File: src/rtl/vec_mem_pkg.sv
// rtl/vec_mem_pkg.sv - shared FSM state encoding and lane geometry constants
package vec_mem_pkg;

    localparam int VLEN_DEFAULT = 128;
    localparam int ELEN_DEFAULT = 32;
    localparam int LANES        = VLEN_DEFAULT / ELEN_DEFAULT;
    localparam int WORD_BYTES   = 4;

    typedef enum logic [1:0] {
        ST_IDLE   = 2'd0,
        ST_ACCESS = 2'd1,
        ST_DRAIN  = 2'd2,
        ST_RESP   = 2'd3
    } vm_state_e;

    function automatic int lane_count(input int vlen, input int elen);
        return vlen / elen;
    endfunction

endpackage

File: src/rtl/vec_mem_seq.sv
// rtl/vec_mem_seq.sv - sequences one vector load/store as per-lane word accesses
module vec_mem_seq
    import vec_mem_pkg::*;
#(
    parameter int VLEN            = 128,
    parameter int ELEN            = 32,
    parameter int DATA_ADDR_WIDTH = 10
) (
    input  logic                       clk,
    input  logic                       rst,
    input  logic                       req_valid,
    output logic                       req_ready,
    input  logic                       req_we,
    input  logic [DATA_ADDR_WIDTH-1:0] req_addr,
    input  logic [VLEN/ELEN-1:0]       req_lane_en,
    input  logic [VLEN-1:0]            req_wdata,
    output logic                       mem_en,
    output logic                       mem_we,
    output logic [DATA_ADDR_WIDTH-1:0] mem_addr,
    output logic [ELEN-1:0]            mem_wdata,
    input  logic [ELEN-1:0]            mem_rdata,
    output logic                       rsp_valid,
    input  logic                       rsp_ready,
    output logic [VLEN-1:0]            rsp_rdata,
    output logic                       rsp_err
);

    localparam int NLANES = lane_count(VLEN, ELEN);
    localparam int LANE_W = (NLANES > 1) ? $clog2(NLANES) : 1;
    localparam logic [LANE_W-1:0] LAST_LANE = LANE_W'(NLANES - 1);

    vm_state_e                  r_state;
    vm_state_e                  w_next_state;
    logic [LANE_W-1:0]          r_lane;
    logic                       r_we;
    logic [DATA_ADDR_WIDTH-1:0] r_addr;
    logic [NLANES-1:0]          r_lane_en;
    logic [VLEN-1:0]            r_wdata;
    logic [VLEN-1:0]            r_rdata;
    logic                       r_err;
    logic                       r_rd_pending;
    logic [LANE_W-1:0]          r_rd_lane;

    logic                       w_accept;
    logic                       w_misaligned;
    logic                       w_last_lane;
    logic                       w_lane_active;
    logic                       w_lane_on;
    logic [DATA_ADDR_WIDTH-1:0] w_lane_off;

    assign w_accept      = req_valid && (r_state == ST_IDLE);
    assign w_misaligned  = (req_addr[1:0] != 2'b00);
    assign w_last_lane   = (r_lane == LAST_LANE);
    assign w_lane_active = (r_state == ST_ACCESS);
    assign w_lane_on     = w_lane_active && r_lane_en[r_lane];
    assign w_lane_off    = DATA_ADDR_WIDTH'(int'(r_lane) * WORD_BYTES);

    always_ff @(posedge clk or posedge rst) begin
        if (rst) begin
            r_state <= ST_IDLE;
        end else begin
            r_state <= w_next_state;
        end
    end

    always_comb begin
        w_next_state = r_state;
        req_ready    = 1'b0;
        rsp_valid    = 1'b0;
        case (r_state)
            ST_IDLE: begin
                req_ready = 1'b1;
                if (req_valid) begin
                    w_next_state = w_misaligned ? ST_RESP : ST_ACCESS;
                end
            end
            ST_ACCESS: begin
                if (w_last_lane) begin
                    w_next_state = ST_DRAIN;
                end
            end
            // Extra cycle lets the last lane's read data return before responding.
            ST_DRAIN: begin
                w_next_state = ST_RESP;
            end
            ST_RESP: begin
                rsp_valid = 1'b1;
                if (rsp_ready) begin
                    w_next_state = ST_IDLE;
                end
            end
            default: begin
                w_next_state = ST_IDLE;
            end
        endcase
    end

    // Memory-side outputs are forced to zero outside ACCESS so reset shows clean zeros.
    assign mem_en    = w_lane_on;
    assign mem_we    = w_lane_on && r_we;
    assign mem_addr  = w_lane_active ? (r_addr + w_lane_off) : '0;
    assign mem_wdata = w_lane_active ? r_wdata[r_lane*ELEN +: ELEN] : '0;

    assign rsp_rdata = r_rdata;
    assign rsp_err   = r_err;

    always_ff @(posedge clk or posedge rst) begin
        if (rst) begin
            r_lane       <= '0;
            r_we         <= 1'b0;
            r_addr       <= '0;
            r_lane_en    <= '0;
            r_wdata      <= '0;
            r_rdata      <= '0;
            r_err        <= 1'b0;
            r_rd_pending <= 1'b0;
            r_rd_lane    <= '0;
        end else begin
            r_rd_pending <= w_lane_on && !r_we;
            r_rd_lane    <= r_lane;
            // Memory returns data one cycle after the access, so capture is one lane behind.
            if (r_rd_pending) begin
                r_rdata[r_rd_lane*ELEN +: ELEN] <= mem_rdata;
            end
            if (w_accept) begin
                r_we      <= req_we;
                r_addr    <= req_addr;
                r_lane_en <= req_lane_en;
                r_wdata   <= req_wdata;
                r_lane    <= '0;
                r_rdata   <= '0;
                r_err     <= w_misaligned;
            end else if (w_lane_active && !w_last_lane) begin
                r_lane <= r_lane + LANE_W'(1);
            end
        end
    end

endmodule
File: config.mk
export PLATFORM = sky130hd
export DESIGN_NAME = vec_mem_seq
export DESIGN_NICKNAME = d
export VERILOG_FILES = /design/src/rtl/vec_mem_pkg.sv /design/src/rtl/vec_mem_seq.sv
export SDC_FILE = /design/constraint.sdc
export NUM_CORES = 1
export LEC_CHECK = 0
export ABC_CLOCK_PERIOD_IN_PS = 16900
export CORE_ASPECT_RATIO = 1.4
export CORE_UTILIZATION = 53
export CTS_BUF_LIST = sky130_fd_sc_hd__clkbuf_8
export DETAILED_ROUTE_END_ITERATION = 12
export GPL_TIMING_DRIVEN = 0
export PLACE_DENSITY = 0.89
export SYNTH_ARGS = -nofsm -noshare
export SYNTH_HDL_FRONTEND = slang
export SYNTH_SLANG_ARGS = --single-unit
File: constraint.sdc
create_clock -name clk -period 16.9 [get_ports clk]
set_input_delay 1.69 -clock clk [delete_from_list [all_inputs] [get_ports clk]]
set_output_delay 1.69 -clock clk [all_outputs]
set_load 0.05 [all_outputs]
Word-level counts from Yosys, hierarchy flattened
Cells that the tools add are included.
{ "word_totals": {"out_inout_bits": 175, "in_bits": 179, "regBits": 279, "elab_cells": 52} }
{ "op_classes": {"eq_ne": 7, "magnitude_cmp": 1, "n_shift": 3, "n_reduce_logical": 12, "addsub": 3, "muxes": 16} }
{ "ops": {"columns": ["operator", "n"], "rows": [
  ["two-way mux 128 bit", 2],
  ["bitwise mux 128 bit", 1],
  ["variable shift 32 x 34 -> 128 bit (first input constant)", 1],
  ["variable part select 128 x 8 -> 32 bit", 1],
  ["variable part select 32 x 34 -> 128 bit", 1],
  ["negation 7 -> 34 bit", 1],
  ["two-way mux 32 bit", 1],
  ["two-way mux 2 bit", 6],
  ["adder 10 x 4 -> 10 bit", 1],
  ["two-way mux 10 bit", 1],
  ["one-hot mux 2 bit (4 select lines)", 1],
  ["== test 2 bit (second input constant)", 3],
  ["inequality test 2 bit (second input constant)", 3],
  ["nonzero test 2 bit", 3],
  ["logical AND 1 bit", 5],
  ["< comparator 2 x 3 -> 1 bit (second input constant)", 1],
  ["two-way mux 1 bit", 3],
  ["AND reduction 3 bit", 1],
  ["adder 2 x 1 -> 2 bit (second input constant)", 1],
  ["binary-select mux 1 bit (select 2 bit)", 1],
  ["== test 2 x 1 -> 1 bit (second input constant)", 1],
  ["zero test 1 bit", 2],
  ["zero test 2 bit", 1]
]} }

Depth between registers and ports, before layout
Gate-level depths: netlist of run 1.
{ "depth": {"word_depth": 5, "depth_mapped": 8, "ltp_nobuf": 5} }

Worst setup path after synthesis of run 1
Ideal clock, no wire load.
{ "synth_path": {"path_type": "register -> output", "from": "reg r_lane[1]", "to": "out mem_addr[9]", "setup_slack_ns": 13.225, "path_stages_with_launch": 5, "t_arrival_ns": 1.985, "path_buffers": 0, "t_required_ns": 15.210, "cell_sequence": "dfrtp_1 > ha_1 > a21oi_1 > or4_1 > a21oi_1"} }
{ "synth_between": {"elab_chain_len": 2} }
{ "synth_rtl": {"columns": ["item", "line", "source"], "rows": [
  ["start: declaration", "vec_mem_seq.sv:34", "logic [LANE_W-1:0] r_lane;"],
  ["start signal: assignment", "vec_mem_seq.sv:134", "r_lane <= r_lane + LANE_W'(1);"],
  ["adder 10 x 4 -> 10 bit", "vec_mem_seq.sv:101", "assign mem_addr = w_lane_active ? (r_addr + w_lane_off) : '0;"],
  ["two-way mux 10 bit", "vec_mem_seq.sv:101", null],
  ["end: declaration", "vec_mem_seq.sv:19", "output logic [DATA_ADDR_WIDTH-1:0] mem_addr,"]
]} }
Every way passes these cells.

Worst setup path after layout of run 1
{ "layout_path": {"from": "reg r_state[1]", "to": "out mem_wdata[19]"} }
{ "layout_between": {"elab_chain_len": 2} }
{ "layout_rtl": {"columns": ["item", "line", "source"], "rows": [
  ["start: declaration", "vec_mem_seq.sv:32", "vm_state_e r_state;"],
  ["start signal: assignment", "vec_mem_seq.sv:62", "r_state <= w_next_state;"],
  ["== test 2 x 1 -> 1 bit", "vec_mem_seq.sv:54", "assign w_lane_active = (r_state == ST_ACCESS);"],
  ["two-way mux 32 bit", "vec_mem_seq.sv:102", "assign mem_wdata = w_lane_active ? r_wdata[r_lane*ELEN +: ELEN] : '0;"],
  ["end: declaration", "vec_mem_seq.sv:20", "output logic [ELEN-1:0] mem_wdata,"]
]} }
Every way passes these cells.

==> metrics.md, run 1 <==
| Metric | Value |
|---|---|
| Metal-1 WL | 12.6 mm |
| Syn avg cell area | ~10 sq um |
| Highest routed layer | met4 |
| Pre-CTS WS | 12.57 ns |
| Worst Tran Pin Value | 0.727 ns |
| Die height | 179 um |
| Xor and xnor area share after synthesis | 0.223% |
| TNS Setup | 0 ns |
| Final setup vio count | 0 |
| HP Start | r_wdata[76]$_DFFE_PP0P_ |
| Num ports | 354 |
| Worst skew pair latency | 0.54 ns |
| FF+latch count, synth | 279 |
| Post-CTS Setup Bufs | 0 |
| Hold-fix buffers at CTS | 0 |
| Max VDD drop | 0.105 mV |
| Fin. Hold Viols | 0 |
| Dpl hpwl | ~27 mm |
| Post-synthesis sequential area ratio | 59.2% |
| CTS root buffer | clkbuf_8 |
| Detail Route Antenna Nets | 0 |
| Ratio of cells with drive above 1 in the final layout | approximately 8% |
| Num CTS Buffers | 42 |
| Reg2reg end | r_wdata[53]$_DFFE_PP0P_ |
| Share of the synthesized area in the top cell type | between 50% and 60% |
| GRT Util Overall | 32.8% |
| Number of global-route vias before repair | roughly 11000 |
| WL/cell | 19.4 um |
| Reg2reg setup slack | 14.43 ns |
| Clock Path Buffers | 3 |
| Met2 WL post-DR | ~19 mm |
| CP peak stage delay | ~0.83 ns |
| Cells after DPL | around 1800 |
| Post-Syn Area | 11800 sq um |
| Adder-cell share of the synthesized area | 1.55% |
| Final min period | 4.87 ns |
| R2R Path Start | r_state[0]$_DFFE_PP0P_ |
| CTS tree | yes |
| Die X | 128 um |
| Largest net degree at the start of global routing | 134 |
| Max-slew violations | 0 |
| Post-synthesis simple-gate area fraction | 20.2% |
| Largest cells by area after synthesis | dfrtp_1 (59%), nand2_1 (16%), mux4_2 (6.3%), a22o_1 (4.8%), a22oi_1 (2.1%) |
| Startpoint types | flip-flop |
| Pleak | 7.87 nW |
| Site Rows | 64 |
| Yosys warns | 0 |
| Synthesized net count | 1344 |
| Port bufs | 353 |
| Drt pass-1 iters | 5 |
| Drt drc | 0 |
| Worst Setup End Kind | output pin |
| Most frequent cells in the layout | nand2_1 (495), clkdlybuf4s50_1 (353), dfrtp_1 (279) |
| Die Area | 22900 sq um |
| Global-route wire length before repair | 57.0 mm |
| Pwr Total | 2.85 mW |
| Final WL | 36.4 mm |
| Nets@finish | 1743 |
| Main combinational cell family by area after synthesis | simple AND/OR/NAND/NOR gates |
| CP arrival | roughly 3.2 ns |
| Fmax achieved | 205 MHz |
| Slowest CP cell | clkdlybuf4s50_1 |
| Worst-case reg-to-reg path depth | 7 |
| Cell count after synthesis | ~1200 |
| CP Data Required Time | 15.21 ns |
| CTS Sinks | 279 |
| Hold Path Depth | 2 |
| Initial antenna violation count | 3 |
| Commonest non-fill, non-tap cell in the layout | nand2_1 |
| Proportion of synthesized area in mux cells | 6.56% |
| Final Hold Slack | between 0.4 and 0.5 ns |
| GRT Residual Overflow | 0 |
| Status | finished clean |
| Setup CP Type | reg -> out |
| H-tree depth | 2 |
| Routability Congestion | 0.887 |
| DRT iter0 DRCs | 695 |
| Post-CTS Resized | 0 |
| Initial Util | 54.0% |
| Core Box Area | 21900 sq um |
| CTS clk-pin slew, worst paths | 0.06 ns |
| Syn-to-layout area delta | 40.3% |
| Final setup margin | 12.03 ns |
| Crit-path most repeated cell | clkbuf_1 |
| Delay-heaviest family, CP | buffers and inverters |
| Max-cap violations | 0 |
| RSZ-0062 raised after global routing | no |
| Met3 WL | 2.47 mm |
| Fin crit share | 28.8% |
| Clk_skew | between 0.02 and 0.03 ns |
| Slew HR | 51.5% |
| Buf/Inv on CP | 4 |
| Cell Chain, Critical Path | inv_1 > ha_1 > clkbuf_1 > clkbuf_1 > and2_1 > clkdlybuf4s50_1 |
| Post-synth cell types | 34 |
| DR vias/cell | 5.54 |
| Pwr per Cell Area | about 170 nW/um^2 |
| Crit Path Max Fanout | 10 |
| Worst Hold Class | reg -> reg |
| Compound-gate portion of the synthesized area | 8.97% |
| Post-Layout Cell Count | 1879 |
| Vias | 10400 |
| Synth area leader | dfrtp_1 |
| Hold endpoint | r_wdata[76]$_DFFE_PP0P_ |
area by class of cell:
cell class / instances / area, sq um
Clock buffer: 50 / 688
Timing Repair Buffer: 355 / 3590
Clock inverter: 23 / 95.1
Sequential cell: 279 / 6980
Fill cell: 1434 / 5310
Buffer: 75 / 354
Tap cell: 297 / 372
Antenna cell: 3 / 7.51
Inverter: 11 / 48.8
Multi-Input combinational cell: 786 / 4420
state kept, by name, summed over array words and instances (netlist names):
| signal | flops |
|---|---|
| r_we | 1 |
| r_rd_lane | 2 |
| r_rd_pending | 1 |
| r_state | 2 |
| rsp_err | 1 |
| r_lane | 2 |
| r_addr | 10 |
| r_wdata | 128 |
| rsp_rdata | 128 |
| r_lane_en | 4 |
metrics by stage:
step | instance area, sq um | utilization (%)
floorplan | 11800 | -
detailed placement | 15800 | 72.1
finish | 16600 | 75.7
global route | 16600 | 75.7
global placement | 15700 | 71.8
CTS | 16500 | 75.7
worst register-to-register path, cell delays in order (launching register included):
cell and delay [ns]:
dfrtp_1 0.38, inv_1 0.10, ha_1 0.28, nand2_1 0.39, clkbuf_1 0.46, clkbuf_1 0.55
nand2_1 0.15, nand2_1 0.10
power breakdown:
part	leakage, nW	switching (mW)	internal, mW	total, mW
Clock	0.471	0.252	0.267	0.520
Combinational	3.73	0.821	0.476	1.30
Sequential	3.67	0.136	0.895	1.03
Total	7.87	1.21	1.64	2.85
worst max path at each step:
stage	start	to	slack, ns	cells after the start
2_1_floorplan	rst	r_addr[0]$_DFFE_PP0P_	7.52	1
3_3_place_gp	rst	r_wdata[44]$_DFFE_PP0P_	4.46	2
3_5_place_dp	r_state[1]$_DFFE_PP0P_	mem_wdata[18]	12.57	6
4_1_cts	r_state[1]$_DFFE_PP0P_	mem_wdata[18]	11.98	6
5_1_grt	r_state[1]$_DFFE_PP0P_	mem_wdata[19]	11.84	6
6_report	r_state[1]$_DFFE_PP0P_	mem_wdata[19]	12.03	6
metal layers:
layer	vias to the layer above	global-route usage (%)
li1	4607	-
met1	5110	36.7
met2	549	57.2
met3	150	6.60
met4	0	21.0
met5	-	0
cells by family after synthesis:
| kind of cell | count (synthesis) |
|---|---|
| adders and majority gates | 14 |
| DFF | 279 |
| muxes | 36 |
| and+or+nand+nor | 588 |
| AOI/OAI and AO/OA | 145 |
| buffers and inverters | 86 |
| xor gates and xnor gates | 3 |
cells in the mapped netlist:
cell type and n:
a21oi_1 8, a221oi_1 1, a22o_1 65, a22oi_1 33, and2_1 37, and2_4 1, and3_1 1, buf_1 6
buf_2 25, buf_4 3, buf_6 4, clkbuf_1 37, dfrtp_1 279, fa_1 1, ha_1 13, inv_1 11
mux2_2 1, mux2i_1 2, mux4_2 33, nand2_1 495, nand2b_1 1, nand3_1 3, nand4_1 1, nand4b_1 1
nor2_1 39, nor2b_1 2, nor4_4 2, nor4bb_1 1, o21ai_0 37, o31ai_1 1, or3_1 3, or4_1 1
xnor2_1 2, xor2_1 1
(Power assumes the default switching activity.)
==> run 2: changes to the inputs <==
- ABC_CLOCK_PERIOD_IN_PS: 16900 -> 3900
- CORE_UTILIZATION: 53 -> 44
- PLACE_DENSITY: 0.89 -> 0.79
- clock period: 16.9 -> 3.9 ns (I/O delays scaled with it)
==> metrics.md, run 2 (synthesis results as in run 1) <==
| Metric | Value |
|---|---|
| Status | finished clean (unchanged) |
| Reg2reg setup slack | 1.53 ns (was 14.43 ns) |
| Clock Path Buffers | 3 (unchanged) |
| H-tree depth | 2 (unchanged) |
| Port bufs | 353 (unchanged) |
| Detail Route Antenna Nets | 0 (unchanged) |
| Post-CTS Setup Bufs | 0 (unchanged) |
| Drt drc | 0 (unchanged) |
| CP Data Required Time | 3.51 ns (was 15.21 ns) |
| Core Box Area | 26300 sq um (was 21900 sq um) |
| Most frequent cells in the layout | nand2_1 (495), clkdlybuf4s50_1 (353), dfrtp_1 (279) (unchanged) |
| Commonest non-fill, non-tap cell in the layout | nand2_1 (unchanged) |
| Dpl hpwl | 27.5 mm (was 26.8 mm) |
| Max-cap violations | 0 (unchanged) |
| Worst Hold Class | in -> async (was reg -> reg) |
| CP startpoint | r_state[1]$_DFFE_PP0P_ (unchanged) |
| Crit Path Max Fanout | 10 (unchanged) |
| Drt pass-1 iters | 5 (unchanged) |
| Num CTS Buffers | 43 (was 42) |
| WL/cell | 19.0 um (was 19.4 um) |
| TNS Setup | 0 ns (unchanged) |
| Pleak | 7.96 nW (was 7.87 nW) |
| Final instance area | 16800 sq um (was 16600 sq um) |
| Setup CP Type | reg -> out (unchanged) |
| Fmax achieved | 275 MHz |
| Startpoint types | flip-flop (unchanged) |
| Area after DPL | 15900 sq um (was 15800 sq um) |
| Pwr per Cell Area | 753 nW/um^2 (was 172 nW/um^2) |
| Post-CTS Resized | 0 (unchanged) |
| RSZ-0062 raised after global routing | no (unchanged) |
| Final Hold Slack | 0.269 ns (was 0.469 ns) |
| Critical Path End | mem_wdata[17] (was mem_wdata[19]) |
| Slew HR | 50.4% (was 51.5%) |
| Die height | 196 um (was 179 um) |
| Largest net degree at the start of global routing | 45 (was 134) |
| Nets@finish | 1749 (was 1743) |
| Final setup vio count | 0 (unchanged) |
| Pwr Total | 12.7 mW (was 2.85 mW) |
| DRT iter0 DRCs | 492 (was 695) |
| Hold-fix buffers at CTS | 0 (unchanged) |
| Ratio of cells with drive above 1 in the final layout | 9.25% (was 8.04%) |
| Global-route wire length before repair | 57.3 mm (was 57.0 mm) |
| CTS Sinks | 279 (unchanged) |
| Number of global-route vias before repair | 10700 (about the same) |
| GRT Residual Overflow | 0 (unchanged) |
| Worst-case reg-to-reg path depth | 7 (unchanged) |
| Routability Congestion | 0.835 (was 0.887) |
| Initial Util | 44.9% (was 54.0%) |
| Final setup margin | 0.264 ns (was 12.03 ns) |
| Num ports | 354 (unchanged) |
| Pre-CTS WS | 0.764 ns (was 12.57 ns) |
| Initial antenna violation count | 4 (was 3) |
| Worst skew pair latency | 0.55 ns (was 0.54 ns) |
| Vias | 9985 (was 10400) |
| GRT Util Overall | 27.1% (was 32.8%) |
| Filler cells | 2085 (was 1434) |
| CTS tree | yes (unchanged) |
| Fin crit share | 93.2% |
| Site Rows | 70 (was 64) |
| Max-slew violations | 0 (unchanged) |
| Register area | 6980 sq um (unchanged) |
| Multi-input gate area | 4420 sq um (unchanged) |
| Worst Setup End Kind | output pin (unchanged) |
| Die X | 140 um (was 128 um) |
| R2R Path Start | r_state[0]$_DFFE_PP0P_ (unchanged) |
| Syn-to-layout area delta | 42.7% (was 40.3%) |
| CTS clk-pin slew, worst paths | 0.06 ns (about the same) |
| Clk_skew | 0.0281 ns (was 0.0292 ns) |
| CP arrival | 3.25 ns (was 3.19 ns) |
| Reg2reg end | r_wdata[11]$_DFFE_PP0P_ (was r_wdata[53]$_DFFE_PP0P_) |
| Die Area | 27500 sq um (was 22900 sq um) |
| CTS root buffer | clkbuf_8 (unchanged) |
| Final min period | 3.64 ns |
| Max VDD drop | 0.425 mV (was 0.105 mV) |
| DR vias/cell | 5.21 (was 5.54) |
| Worst Tran Pin Value | 0.744 ns (was 0.727 ns) |
| Final WL | 36.5 mm (was 36.4 mm) |
| Fin. Hold Viols | 0 (unchanged) |
## run 2: final cells by class
type | instances | area share [%]
diodes | 4 | 0.0594
plain buffers | 75 | 2.10
clock buffers | 59 | 4.82
clock inverters | 19 | 0.817
inverters | 11 | 0.267
multi-input cells | 786 | 26.3
flip-flops and latches | 279 | 41.5
well taps | 324 | 2.41
repair buffers | 360 | 21.8
## run 2: worst min path at each step
stage,start,to,slack (ns),depth (start not counted)
detailed placement,r_wdata[89]$_DFFE_PP0P_,r_wdata[89]$_DFFE_PP0P_,0.46,2
CTS,rst,rsp_rdata[59]$_DFFE_PP0P_,0.26,2
floorplan,r_lane[0]$_DFFE_PP0P_,r_rd_lane[0]$_DFF_PP0_,0.40,0
global placement,r_addr[0]$_DFFE_PP0P_,r_addr[0]$_DFFE_PP0P_,0.45,2
global route,rst,rsp_rdata[59]$_DFFE_PP0P_,0.31,2
finish,rst,rsp_rdata[59]$_DFFE_PP0P_,0.27,2
## run 2: worst max-delay path: stages (launching register included)
cell	delay (ns)
dfrtp_1	0.41
inv_1	0.12
ha_1	0.23
clkbuf_1	0.44
clkbuf_1	0.41
and2_1	0.26
clkdlybuf4s50_1	0.83
## run 2: through the flow
stage | utilization [%] | cells
3_5_place_dp | 60.4 | 1835
3_3_place_gp | 59.9 | 1828
4_1_cts | 64.1 | 1913
5_1_grt | 64.1 | 1917
2_1_floorplan | - | 1151
6_report | 64.1 | 1917
## run 2: routing by layer
| layer | vias up | GRT usage [%] | wire (um) |
|---|---|---|---|
| li1 | 4620 | - | - |
| met1 | 4895 | 29.7 | 13300 |
| met2 | 359 | 50.2 | 19600 |
| met3 | 111 | 4.81 | 1890 |
| met4 | 0 | 13.2 | 1690 |
| met5 | - | 0 | 0 |
## run 2: where the power goes
| group | internal, mW | total, mW | leakage (nW) | switching (mW) |
|---|---|---|---|---|
| clock | 1.48 | 2.63 | 0.527 | 1.14 |
| combinational | 2.07 | 5.59 | 3.77 | 3.53 |
| sequential | 3.88 | 4.46 | 3.67 | 0.577 |
| total | 7.43 | 12.7 | 7.96 | 5.25 |
